[src/rtl/regfile_write_arbiter.sv]
// regfile_write_arbiter
//   Shares one register-file write port between two requesters. Each
//   requester feeds a DEPTH-entry FIFO; a round-robin arbiter drains the
//   FIFO heads onto a registered write port. A combinational lookup reports
//   whether a register still has a write buffered or on the port.
//
// Ports
//   clock, reset              clock (rising edge), async active-high reset
//   reqN_valid/addr/data      write request from requester N (N = 0, 1)
//   reqN_ready                FIFO N can accept (registered state only)
//   wr_enable/addr/data       register-file write port (registered)
//   lookup_addr, lookup_hit   RAW hazard query: a pending write targets it

// Per-requester circular FIFO with occupancy counter and address match.
module regfile_write_arbiter_fifo #(
  parameter int ADDR_W = 6,
  parameter int DATA_W = 16,
  parameter int DEPTH  = 2
) (
  input  logic              clock,
  input  logic              reset,
  input  logic              i_push,
  input  logic [ADDR_W-1:0] i_addr,
  input  logic [DATA_W-1:0] i_data,
  input  logic              i_pop,
  input  logic [ADDR_W-1:0] i_lookup_addr,
  output logic              o_ready,
  output logic              o_nempty,
  output logic [ADDR_W-1:0] o_head_addr,
  output logic [DATA_W-1:0] o_head_data,
  output logic              o_hit
);
  localparam int PW = $clog2(DEPTH);
  localparam int CW = PW + 1;

  logic [PW-1:0]                r_wr_ptr, r_rd_ptr;
  logic [CW-1:0]                r_cnt;
  logic [DEPTH-1:0][ADDR_W-1:0] r_addr;
  logic [DEPTH-1:0][DATA_W-1:0] r_data;
  logic [DEPTH-1:0]             w_slot_hit;

  always_ff @(posedge clock or posedge reset) begin
    if (reset) begin
      r_wr_ptr <= '0;
      r_rd_ptr <= '0;
      r_cnt    <= '0;
    end else begin
      // DEPTH is a power of two, so natural PW-bit overflow is the wrap
      if (i_push) r_wr_ptr <= r_wr_ptr + PW'(1);
      if (i_pop)  r_rd_ptr <= r_rd_ptr + PW'(1);
      unique case ({i_push, i_pop})
        2'b10:   r_cnt <= r_cnt + CW'(1);
        2'b01:   r_cnt <= r_cnt - CW'(1);
        default: r_cnt <= r_cnt;
      endcase
    end
  end

  // Storage needs no reset: slot validity comes from the pointers/count.
  always_ff @(posedge clock) begin
    if (i_push) begin
      r_addr[r_wr_ptr] <= i_addr;
      r_data[r_wr_ptr] <= i_data;
    end
  end

  // A slot is live when its distance from the read pointer is below count.
  for (genvar i = 0; i < DEPTH; i++) begin : g_slot
    logic [PW-1:0] w_off;
    assign w_off         = PW'(i) - r_rd_ptr;
    assign w_slot_hit[i] = ({1'b0, w_off} < r_cnt) && (r_addr[i] == i_lookup_addr);
  end

  assign o_ready     = (r_cnt != CW'(DEPTH));
  assign o_nempty    = (r_cnt != '0);
  assign o_head_addr = r_addr[r_rd_ptr];
  assign o_head_data = r_data[r_rd_ptr];
  assign o_hit       = |w_slot_hit;
endmodule

module regfile_write_arbiter #(
  parameter int ADDR_W = 6,
  parameter int DATA_W = 16,
  parameter int DEPTH  = 2
) (
  input  logic              clock,
  input  logic              reset,
  input  logic              req0_valid,
  input  logic [ADDR_W-1:0] req0_addr,
  input  logic [DATA_W-1:0] req0_data,
  output logic              req0_ready,
  input  logic              req1_valid,
  input  logic [ADDR_W-1:0] req1_addr,
  input  logic [DATA_W-1:0] req1_data,
  output logic              req1_ready,
  output logic              wr_enable,
  output logic [ADDR_W-1:0] wr_addr,
  output logic [DATA_W-1:0] wr_data,
  input  logic [ADDR_W-1:0] lookup_addr,
  output logic              lookup_hit
);
  localparam int NREQ = 2;

  logic [NREQ-1:0]             w_in_vld, w_fifo_rdy, w_rdy, w_push, w_pop;
  logic [NREQ-1:0]             w_nempty, w_fifo_hit;
  logic [NREQ-1:0][ADDR_W-1:0] w_in_addr, w_head_addr;
  logic [NREQ-1:0][DATA_W-1:0] w_in_data, w_head_data;
  logic                        w_gnt_vld, w_gnt_idx;

  logic                        r_last;
  logic                        r_wr_en;
  logic [ADDR_W-1:0]           r_wr_addr;
  logic [DATA_W-1:0]           r_wr_data;

  assign w_in_vld  = {req1_valid, req0_valid};
  assign w_in_addr = {req1_addr,  req0_addr};
  assign w_in_data = {req1_data,  req0_data};

  for (genvar g = 0; g < NREQ; g++) begin : g_req
    regfile_write_arbiter_fifo #(
      .ADDR_W(ADDR_W), .DATA_W(DATA_W), .DEPTH(DEPTH)
    ) u_fifo (
      .clock         (clock),
      .reset         (reset),
      .i_push        (w_push[g]),
      .i_addr        (w_in_addr[g]),
      .i_data        (w_in_data[g]),
      .i_pop         (w_pop[g]),
      .i_lookup_addr (lookup_addr),
      .o_ready       (w_fifo_rdy[g]),
      .o_nempty      (w_nempty[g]),
      .o_head_addr   (w_head_addr[g]),
      .o_head_data   (w_head_data[g]),
      .o_hit         (w_fifo_hit[g])
    );
    // Ready is forced low while reset is held, so nothing is accepted then.
    assign w_rdy[g]  = w_fifo_rdy[g] & ~reset;
    assign w_push[g] = w_in_vld[g] & w_rdy[g];
    assign w_pop[g]  = w_gnt_vld & (w_gnt_idx == 1'(g));
  end

  // Round-robin: on contention the requester that did not win last goes.
  assign w_gnt_vld = |w_nempty;
  assign w_gnt_idx = (&w_nempty) ? ~r_last : w_nempty[1];

  always_ff @(posedge clock or posedge reset) begin
    if (reset) begin
      r_last    <= 1'b1;
      r_wr_en   <= 1'b0;
      r_wr_addr <= '0;
      r_wr_data <= '0;
    end else begin
      r_wr_en <= w_gnt_vld;
      if (w_gnt_vld) begin
        r_last    <= w_gnt_idx;
        r_wr_addr <= w_head_addr[w_gnt_idx];
        r_wr_data <= w_head_data[w_gnt_idx];
      end
    end
  end

  assign req0_ready = w_rdy[0];
  assign req1_ready = w_rdy[1];
  assign wr_enable  = r_wr_en;
  assign wr_addr    = r_wr_addr;
  assign wr_data    = r_wr_data;
  assign lookup_hit = ~reset & ((|w_fifo_hit) | (r_wr_en & (r_wr_addr == lookup_addr)));
endmodule
[config.mk]
export PLATFORM = sky130hd
export DESIGN_NAME = regfile_write_arbiter
export DESIGN_NICKNAME = d
export VERILOG_FILES = /design/src/rtl/regfile_write_arbiter.sv
export SDC_FILE = /design/constraint.sdc
export NUM_CORES = 1
export LEC_CHECK = 0
export BUFFER_PORTS_ARGS = -buffer_cell sky130_fd_sc_hd__buf_2
export CAP_MARGIN = 20
export CORE_UTILIZATION = 44
export CTS_BUF_LIST = sky130_fd_sc_hd__clkbuf_8
export CTS_CLUSTER_DIAMETER = 40
export DETAILED_ROUTE_END_ITERATION = 8
export PLACE_DENSITY = 0.73
export SYNTH_ARGS = -nofsm -noshare
export SYNTH_HDL_FRONTEND = slang
export SYNTH_SLANG_ARGS = --single-unit
[constraint.sdc]
create_clock -name clock -period 3.8 [get_ports clock]
set_clock_uncertainty 0.05 [all_clocks]
set_input_delay 0.38 -clock clock [delete_from_list [all_inputs] [get_ports clock]]
set_output_delay 0.38 -clock clock [all_outputs]
set_load 0.02 [all_outputs]
==> flow_summary.toml <==
[timing]
finalHoldViolCount = 0
finalCritPeriodShare_pct = 65.7
slew_headroom_pct = 33.6
setup_viol = 0
tightestPinTransition_ns = 0.996
finalCriticalPeriod_ns = 2.50
slew_viol_final = 0
max_freq_ghz = 0.400
rsz0062_at_grt = "false"
fin_tns_setup_ns = 0
fin_ws_ns = 1.30

[placement]
dp_cells = 551
hpwl_um = 7310
io_buffers = 79
gp_congestion = 0.901
pre_cts_slack_ns = 1.48
place_area_um2 = 5550

[cts]
numClockSinks = 120
clockRootBuffer = "clkbuf_8"
tritoncts = "done"
cts_max_level = 4
insertion_delay_ns = 0.42
cts.path.max_buffers = 2
cts_buffers = 17
postCtsSetupRepairBufs = 0
path_clk_slew_ns = 0.07
cts_resized = 0

[logic_synthesis]
syn-instance-count = 348
async_flop_share_pct = 26.7
synth.largest_area_cell = "edfxtp_1"
synth_edf_count = 88
synthTopCellsByArea = "edfxtp_1, dfrtp_1, mux2i_1"
synth_area_um2 = 5030
yosysMostFrequentCell = "edfxtp_1"
synth_top_area_share_pct = 52.5
seq_area_frac_synth_pct = 68.5
syn_avg_cell_area_um2 = 14.5
ys_seq_elements = 120
synthFlopType = "edfxtp_1"
syn-num-nets = 404
synth_common_cells = "edfxtp_1, dfrtp_1, mux2i_1, nand2_1, a21oi_1"
yosys_warnings = 0
yosysUniqueCellTypes = 30

[final_layout]
finalNonFillerCells = 586
regArea_um2 = 3440
multi_input_area_um2 = 1430
final_area_um2 = 5970
layout.nets = 489
insertedDiodeCount = 0
fill_cells = 920
area_growth_pct = 18.6
final_layout_size_suffix_gt1_share_pct = 32.1

[setup_path]
rr_endpoint = "g_req[1].u_fifo.r_cnt[1]"
path_max_fanout = 25
reg2reg_depth = 6
path_class = "flop to output port"
worst_ep_required_time_ns = 3.37
arrival_ns = 2.07
r2r_start = "g_req[1].u_fifo.r_cnt[1]"
r2r_slack_ns = 1.52
cp-end-kind = "output port"
start_kind = "flop"

[detailed_routing]
drc = 0
drt_iter0_drc = 185
vias_per_cell = 5.03
num_vias = 2950
wl_per_cell_um = 17.1
antenna_left = 0
drt_wl_total_um = 10000
drtPass1Iterations = 6

[floorplan]
die_height_um = 109
num_io_pins = 80
core_area_um2 = 11000
initial_core_util_pct = 45.8
die_x_um = 109
rows = 38
fp.dieArea_um2 = 11900

[grt]
overflow = 0
first_global_vias = 2928
grtUsageTotal_pct = 18.2
grt_pass1_wl_um = 15300
grt_max_degree = 42
antenna_found_initial = 0

[worst_hold_path]
hp-class = "input pin to flop"
hold_depth = 1
worstHoldStart = "req1_data[15]"
hold_end = "g_req[1].u_fifo.r_data[31]"

[pwr]
peakVddDrop_mv = 0.273
cellLeakagePower_uw = 0.00233
p_total_uw = 4610
cellPowerDensity_nw_per_um2 = 772

[job]
maxCapViolCount = 0

[status]
status = "finished clean"
[metal layers]
layer	vias to the layer above	GRT usage (%)	wire length, um
li1	1427	-	-
met1	1418	24.7	4490
met2	90	26.8	4770
met3	15	5.68	563
met4	0	8.20	199
met5	-	0	0
[cells in the final DEF, fill, tap and decap left out, types with 2 or more instances in the layout]
cell        count
ha_1            2
nor4_1          4
buf_2          79
clkinv_1        2
mux2_2         19
mux2i_1        25
clkbuf_8       18
o221ai_1        3
buf_4           5
clkinv_2        4
xor2_1         20
nor2_1         21
and3_1          2
nand4_1         4
xnor2_1        19
edfxtp_1       88
o21bai_1        2
bufinv_16       2
nor2_2          2
clkinvlp_4      2
buf_16          2
inv_2           2
dfrtp_1        31
nand2_1        25
a21oi_1        24
o21ai_1        20
inv_1           8
[how the worst max path moves through the flow]
stage	start	to	slack [ns]
after floorplan	g_req[1].u_fifo.r_cnt[0]	g_req[1].u_fifo.r_addr[0]	1.20
after CTS	g_req[1].u_fifo.r_rd_ptr	lookup_hit	1.31
after global routing	g_req[1].u_fifo.r_rd_ptr	lookup_hit	1.19
after detailed placement	g_req[1].u_fifo.r_cnt[0]	g_req[1].u_fifo.r_data[9]	1.48
after global placement	g_req[1].u_fifo.r_cnt[0]	g_req[1].u_fifo.r_data[6]	1.53
final	g_req[1].u_fifo.r_rd_ptr	lookup_hit	1.30
[power by group]
group / internal (uW) / switching, uW
Sequential: 1740 / 215
Clock: 580 / 466
Combinational: 661 / 948
[state kept, by name, indices dropped and copies added (netlist names)]
| name | count |
|---|---|
| g_req.u_fifo.r_addr | 24 |
| g_req.u_fifo.r_cnt | 4 |
| g_req.u_fifo.r_data | 64 |
| g_req.u_fifo.r_rd_ptr | 2 |
| g_req.u_fifo.r_wr_ptr | 2 |
| r_last | 1 |
| wr_addr | 6 |
| wr_data | 16 |
| wr_enable | 1 |
[area by class of cell]
| class | count | share of cell area (%) |
|---|---|---|
| inverter | 6 | 0.377 |
| timing repair buffer | 89 | 8.93 |
| sequential | 120 | 57.7 |
| clock buffer | 18 | 4.15 |
| clock inverter | 14 | 1.97 |
| multi-input combinational | 199 | 23.9 |
| tap | 140 | 2.94 |
[stage by stage]
| stage | hold WS [ns] | util, % |
|---|---|---|
| floorplan | 0.410 | - |
| global placement | 0.415 | 50.1 |
| detailed placement | 0.338 | 50.5 |
| CTS | 0.0790 | 54.0 |
| global route | 0.0600 | 54.3 |
| finish | 0.0959 | 54.3 |
[critical path: stages, from the launching register on]
cell     delay, ns
dfrtp_1       0.33
buf_4         0.37
a21oi_1       0.13
nor4_1        0.36
a21oi_1       0.11
a41oi_2       0.15
buf_2         0.19
[cell families (layout without fill, tap and decap cells)]
group	Yosys count	in the layout	synth area share [%]
AO/OA/AOI/OAI	52	52	5.87
flip-flops	120	120	68.5
AND/OR/NAND/NOR	61	61	5.57
XOR/XNOR	40	40	7.11
buffers and inverters	29	127	3.26
adder cells (fa/ha/maj)	2	2	0.497
multiplexers	44	44	9.23
[timing repair]
action                                 4_1_cts  5_1_grt
setup endpoints to repair                    0        0
hold buffers                                 1        0
endpoints found under the hold margin        5        0
No activity file was read; power rests on OpenSTA's default activity.
